<file path="src/rtl/fetch_unit.sv">
// ---------------------------------------------------------------------------
// fetch_unit
// Instruction fetch stage sitting directly upstream of decode/control.
// Owns the program counter, fetches one 32-bit instruction at a time over a
// request/response memory handshake and presents it to decode together with
// the op/funct3/funct7b5 slices the control unit consumes directly.
// PC redirects (taken branch/jump) override everything and any fetch that is
// still in flight at the time of a redirect is discarded.
//
// Optional feature macro: FETCH_MISALIGN_CHK_EN
//   defined   : a redirect to a non word-aligned target raises fetch_fault
//               (sticky until reset) and parks the unit in a halt state.
//   undefined : fetch_fault is tied low and redirect_pc[1:0] are ignored.
//
// Ports:
//   clk, rst_n       clock (rising edge) and asynchronous active-low reset
//   imem_req_*       fetch request: valid/ready handshake, word address
//   imem_rsp_*       fetch response: valid strobe and instruction word
//   instr_valid/ready, instr, instr_pc, instr_pc_plus4
//                    instruction handed to decode with its address
//   op, funct3, funct7b5
//                    instruction fields for the control unit
//   redirect_valid/pc
//                    load a new PC (branch taken or jump)
//   fetch_fault      misaligned redirect target seen (optional feature)
//
// Every output is either a register or decoded from state registers only, so
// there is no combinational path from any input to any output.
// ---------------------------------------------------------------------------
module fetch_unit #(
   parameter int              XLEN     = 32,
   parameter logic [XLEN-1:0] RESET_PC = '0
) (
   input  logic            clk,
   input  logic            rst_n,
   output logic            imem_req_valid,
   input  logic            imem_req_ready,
   output logic [XLEN-1:0] imem_req_addr,
   input  logic            imem_rsp_valid,
   input  logic [31:0]     imem_rsp_data,
   output logic            instr_valid,
   input  logic            instr_ready,
   output logic [31:0]     instr,
   output logic [XLEN-1:0] instr_pc,
   output logic [XLEN-1:0] instr_pc_plus4,
   output logic [6:0]      op,
   output logic [2:0]      funct3,
   output logic            funct7b5,
   input  logic            redirect_valid,
   input  logic [XLEN-1:0] redirect_pc,
   output logic            fetch_fault
);

`ifdef FETCH_MISALIGN_CHK_EN
   localparam bit CHK_EN = 1'b1;
`else
   localparam bit CHK_EN = 1'b0;
`endif

   localparam logic [XLEN-1:0] PC_STEP = XLEN'(4);

   typedef enum logic [2:0] {
      S_IDLE,
      S_REQ,
      S_WAIT,
      S_HOLD,
      S_DROP,
      S_HALT
   } state_t;

   state_t            state;
   logic [XLEN-1:0]   pc;
   logic [XLEN-1:0]   redirect_tgt;
   logic              redirect_bad;

   // Redirect targets are always word aligned on the way into the PC; the two
   // low bits only matter for detecting a misaligned target when the check
   // is built in, otherwise the bad-redirect flag is constant low.
   assign redirect_tgt = {redirect_pc[XLEN-1:2], 2'b00};
   assign redirect_bad = CHK_EN && redirect_valid && (redirect_pc[1:0] != 2'b00);

   // Outputs decoded from state: a request is presented only in REQ and an
   // instruction is offered to decode only in HOLD. The request address is
   // simply the PC, which holds still in REQ until accepted or redirected.
   assign imem_req_valid = (state == S_REQ);
   assign imem_req_addr  = pc;
   assign instr_valid    = (state == S_HOLD);
   assign instr_pc_plus4 = instr_pc + PC_STEP;
   assign op             = instr[6:0];
   assign funct3         = instr[14:12];
   assign funct7b5       = instr[30];

   // Main fetch sequencer. Only one request is ever outstanding. A redirect
   // always wins: it reloads the PC and, depending on whether a request is
   // already in flight, either goes straight back to REQ or passes through
   // DROP to swallow the one stale response still owed by memory.
   // In DROP a redirect that lands together with the awaited response also
   // leaves for REQ, since that response is the one being swallowed and
   // waiting for another would stall forever.
   always_ff @(posedge clk or negedge rst_n) begin
      if (!rst_n) begin
         state    <= S_IDLE;
         pc       <= RESET_PC;
         instr    <= '0;
         instr_pc <= '0;
      end else if (redirect_bad) begin
         state <= S_HALT;
      end else begin
         case (state)
            S_IDLE: begin
               state <= S_REQ;
               if (redirect_valid) pc <= redirect_tgt;
            end
            S_REQ: begin
               if (redirect_valid) begin
                  pc    <= redirect_tgt;
                  state <= imem_req_ready ? S_DROP : S_REQ;
               end else if (imem_req_ready) begin
                  state <= S_WAIT;
               end
            end
            S_WAIT: begin
               if (redirect_valid) begin
                  pc    <= redirect_tgt;
                  state <= imem_rsp_valid ? S_REQ : S_DROP;
               end else if (imem_rsp_valid) begin
                  instr    <= imem_rsp_data;
                  instr_pc <= pc;
                  pc       <= pc + PC_STEP;
                  state    <= S_HOLD;
               end
            end
            S_HOLD: begin
               if (redirect_valid) begin
                  pc    <= redirect_tgt;
                  state <= S_REQ;
               end else if (instr_ready) begin
                  state <= S_REQ;
               end
            end
            S_DROP: begin
               if (redirect_valid) pc <= redirect_tgt;
               if (imem_rsp_valid) state <= S_REQ;
            end
            S_HALT: begin
               state <= S_HALT;
            end
            default: begin
               state <= S_IDLE;
            end
         endcase
      end
   end

`ifdef FETCH_MISALIGN_CHK_EN
   logic fault_q;

   // Sticky misaligned-target flag; only reset clears it.
   always_ff @(posedge clk or negedge rst_n) begin
      if (!rst_n) begin
         fault_q <= 1'b0;
      end else if (redirect_bad) begin
         fault_q <= 1'b1;
      end
   end

   assign fetch_fault = fault_q;
`else
   assign fetch_fault = 1'b0;
`endif

endmodule

</file>
<file path="config.mk">
export PLATFORM = sky130hd
export DESIGN_NAME = fetch_unit
export DESIGN_NICKNAME = d
export VERILOG_FILES = /design/src/rtl/fetch_unit.sv
export SDC_FILE = /design/constraint.sdc
export NUM_CORES = 1
export LEC_CHECK = 0
export ABC_AREA = 0
export BUFFER_PORTS_ARGS = -buffer_cell sky130_fd_sc_hd__buf_2
export CORE_MARGIN = 3
export CORE_UTILIZATION = 51
export CTS_BUF_LIST = sky130_fd_sc_hd__clkbuf_8
export DETAILED_ROUTE_END_ITERATION = 8
export PLACE_DENSITY = 0.82
export SLEW_MARGIN = 20
export SYNTH_ARGS = -nofsm -noshare
export SYNTH_HDL_FRONTEND = slang
export SYNTH_SLANG_ARGS = --single-unit
</file>
<file path="constraint.sdc">
create_clock -name clk -period 2.4 [get_ports clk]
set_clock_uncertainty 0.15 [all_clocks]
set_input_delay 0.24 -clock clk [delete_from_list [all_inputs] [get_ports clk]]
set_output_delay 0.24 -clock clk [all_outputs]
set_load 0.02 [all_outputs]
</file>
# After elaboration in Yosys (flattened, before gate mapping)
# Index checks and enable logic that the tools add are counted.
[totals]
word_cells = 37
in_bits = 70
register_bits = 99
output_inout_bits = 142
[classes]
bitwise = 1
muxes = 14
eq_ne = 10
reduce_logical = 6
n_addsub = 2
[op_table]
columns = ["operator", "count"]
rows = [
  ["32-bit two-way mux", 3],
  ["32-bit by 3-bit adder with 32-bit output, second input constant", 2],
  ["32-bit case mux with 2 select lines", 1],
  ["3-bit two-way mux", 9],
  ["3-bit case mux with 6 select lines", 1],
  ["3-bit by 2-bit equality test with 1-bit output, second input constant", 2],
  ["3-bit equality test, second input constant", 2],
  ["3-bit by 1-bit != test with 1-bit output, second input constant", 2],
  ["3-bit AND reduction", 2],
  ["4-bit AND reduction", 1],
  ["4-bit OR reduction", 1],
  ["3-bit by 1-bit equality test with 1-bit output, second input constant", 1],
  ["3-bit zero test", 1],
  ["3-bit != test, second input constant", 1],
  ["2-bit by 1-bit != test with 1-bit output, second input constant", 1],
  ["2-bit != test, second input constant", 1],
  ["2-bit nonzero test", 1],
  ["1-bit inverter", 1],
]

# Logic depth before layout (Yosys ltp)
[logic_depth]
ltp_word = 4
depth_mapped = 7
ltp_nobuf = 5

# Least setup slack after synthesis
# Ideal clock, no wire load.
[synth_timing]
path_kind = "register to output"
startpoint = "register instr_pc[2]"
endpoint = "output instr_pc_plus4[22]"
path_slack_ns = -0.003
path_buffers = 0
t_arrival_ns = 2.013
path_stages_with_launch = 6
cell_sequence = "dfrtp_1 -> ha_1 -> nand4_1 -> or4_1 -> nor3_1 -> xor2_1"
[synth_between]
elab_chain_len = 1
[synth_lines]
columns = ["element", "line_no", "text"]
rows = [
  ["start: declaration", "44", "output logic [XLEN-1:0] instr_pc,"],
  ["start signal: assignment", "128", "instr_pc <= pc;"],
  ["32-bit by 3-bit adder with 32-bit output", "88", "assign instr_pc_plus4 = instr_pc + PC_STEP;"],
  ["end: declaration", "45", "output logic [XLEN-1:0] instr_pc_plus4,"],
]
# No other way between the ends.

# Worst setup path in the final report
[layout_timing]
startpoint = "register instr_pc[6]"
endpoint = "output instr_pc_plus4[21]"
# The elaborated chain is that of the path after synthesis.

==> metrics.yaml <==
outcome:
  status: "complete, but fails checks"
  violations: "negative setup slack"
final_layout:
  final_layout_size_suffix_gt1_share_pct: 45.1
  fillers: 686
  nets: 873
  antenna_cells: 0
  area_delta_synth_final_pct: 39.5
  finish.instance_area_mm2: 0.00791
timing:
  rsz0062_at_grt: "yes"
  maxSlewViolCount: 0
  fmax_mhz: 361
  worstMarginPinSlew_ps: 596
  setup_ws_ps: -368
  setup_viol: 15
  period_needed_ps: 2770
  hold_violations: 0
  fin_crit_sh_pct: 115
  relSlewSlack_pct: 59.9
drt:
  remaining_drc_errors: 0
  num_vias: 5832
  routed_wl_um: 20900
  vias_per_cell: 6.20
  antenna_left: 0
  dr.pass1.iters: 6
  wl_per_cell_um: 22.3
  drt_iter0_drc: 558
grt:
  top_usage_layer: "met2"
  grt_usage_pct: 31.1
  grtUsageMet3_pct: 5.00
  overflow: 0
  met1_usage_pct: 39.4
  grt_max_degree: 39
  met2_usage_pct: 53.4
  grt_pass1_wl_um: 31100
  first_global_vias: 5672
  antenna_found_initial: 0
synth:
  yosys_warnings: 0
  yosys_register_bits: 95
  synth-main-ff-cell: "dfrtp_1"
  synth_cell_types: 63
  syn_area_per_cell_um2: 10.5
  syn_area_mm2: 0.00567
  synth_edf_count: 0
  netlist_instances: 540
  synth-seq-area-share_pct: 41.9
  synth-async-reset-ratio_pct: 100
power:
  p_leak_uw: 0.00410
  p_per_area_mw_per_mm2: 1030
  irDropWorstVdd_v: 0.000743
worst_setup_path:
  worstPathArrival_ps: 2380
  cp_slowest_cell: "or4_4"
  cp-start-kind: "register"
  ff2ff_path_depth: 4
  r2r_setup_slack_ps: 250
  reg2reg_to: "instr[8]"
  cp_max_fo: 5
  critPathTopFamily: "simple AND/OR/NAND/NOR gates"
  rr_startpoint: "state[1]"
  critPathKind: "reg2out"
  cp_num_buf_inv: 1
  crit_path_cell_trace: "nand3_1 -> or4_4 -> nor3_4 -> xor2_2 -> buf_6"
  slowest_delay_ps: 670
  setup.worst_path.end_class: "primary output"
  required_ps: 2010
clocking:
  htreeDepth: 3
  cts_tree: "built"
  clkTransAtPathRegs_ps: 100
  clock_latency_ps: 380
  root_buffer: "clkbuf_8"
  numCtsBuffers: 9
  clock-sinks: 95
  cts_max_path_buffers: 2
placed_design:
  place.gp.congestion: 0.916
  port_buffers: 202
  dpl_cell_area_mm2: 0.00687
  place_ws_ps: 168
  place_hpwl_um: 13400
die:
  fp.dieH_um: 111
  die_w_um: 111
  ios: 212
  core_mm2: 0.0106
  initial_utilization_pct: 53.7
  core.rowCount: 37
  die-area_mm2: 0.0124
hold_path:
  hold_end: "imem_req_addr[18]"
  holdPathStages: 3
  hold_start: "redirect_pc[18]"
  hold_path_class: "in2reg"
run:
  max-cap-violations: 0
-- cell type report --
type	count	area [um^2]	share of cell area, %
Clock buffer	11	151	1.91
Inverter	14	52.6	0.665
Multi-Input combinational cell	385	3140	39.7
Clock inverter	4	53.8	0.680
Timing Repair Buffer	296	1950	24.7
Tap cell	136	170	2.15
Sequential cell	95	2390	30.2
-- cell usage after synthesis (all sizes together) (6+ instances only) --
master	count	area share, %
a211oi	10	1.3
a21oi	12	1.1
a22oi	6	0.79
and2	6	0.66
and3	11	1.2
and4	13	2.0
buf	37	5.0
clkbuf	15	0.99
dfrtp	95	42
inv	13	0.86
mux2	56	15
nand2	36	2.4
nand3	30	2.7
nand4	29	3.2
nand4b	6	0.93
nor2	15	0.99
nor3	24	2.1
nor4	10	1.2
o21ai	22	1.9
o31ai	6	0.79
xnor2	15	2.3
xor2	13	2.0
-- per-stage QoR --
stage	TNS (ps)	instances	utilization (%)	total power, uW	hold slack (ps)
global placement	0	868	65.1	6620	77.6
floorplan	0	546	-	5270	-206
finish	-1520	941	74.9	8180	31.2
global route	-2710	941	74.9	8570	25.8
detailed placement	0	868	65.1	6750	84.0
CTS	-736	931	72.8	7960	26.7
-- layout by cell type (no fill, tap or decap), drive strengths merged, types with 4 or more instances in the layout --
cell	instances
nand3	30
and3	11
nand4b	6
conb	7
mux2	56
a21oi	12
nand4	29
nor4	10
xor2	13
dlygate4sd3	43
o2bb2ai	4
nor2b	4
inv	14
clkbuf	11
nand2	36
dfrtp	95
mux2i	4
and2	6
a211oi	10
buf	253
o21ai	22
a311oi	4
o22ai	4
and4	13
xnor2	15
o31ai	6
nor2	15
a22oi	6
nor3	24
-- cells by family after synthesis --
logic type                 Yosys count  synth area share, %
other                                1               0.0662
adders and majority gates            2                0.441
xor gates and xnor gates            28                 4.33
AOI/OAI and AO/OA                   95                 11.7
DFF                                 95                 41.9
muxes                               60                 15.4
and+or+nand+nor                    193                 19.2
buffers and inverters               66                 6.91
-- worst register-to-register path, delay by kind of cell (launching register included) --
kind	cells	cell delay, ps
and+or+nand+nor	2	790
DFF	1	560
muxes	1	320
buffers and inverters	1	230
-- sequential cells by signal, summed over array words and instances, names as in the netlist --
register and cells:
instr_pc 30, state 3, instr 32, imem_req_addr 30
-- repair_timing --
| action | CTS | global route |
|---|---|---|
| hold endpoints to repair | 75 | 0 |
| gates cloned | 0 | 0 |
| setup buffers | 5 | 11 |
| endpoints found under the setup margin | 14 | 19 |
| hold buffers | 43 | 0 |
| resized for setup | 33 | 37 |
| pin swaps | 10 | 12 |
-- report_power, final --
part	internal, uW	switching (uW)
combinational	1650	2450
clock	537	596
sequential	2100	836
total	4290	3890
-- how the worst max path moves through the flow --
stage,from,endpoint,depth (start not counted)
3_5_place_dp,instr_pc[2],instr_pc_plus4[22],6
2_1_floorplan,instr_pc[3],instr_pc_plus4[22],5
3_3_place_gp,instr_pc[2],instr_pc_plus4[22],6
6_report,instr_pc[6],instr_pc_plus4[21],5
5_1_grt,instr_pc[5],instr_pc_plus4[21],5
4_1_cts,instr_pc[3],instr_pc_plus4[22],6
-- layer usage --
layer	share of wire, %	vias to the layer above
met5	0	-
met4	4.5	0
met3	8.6	74
met2	49	399
met1	37	2828
li1	-	2531
Note: power is estimated with default switching activity, not from simulation.
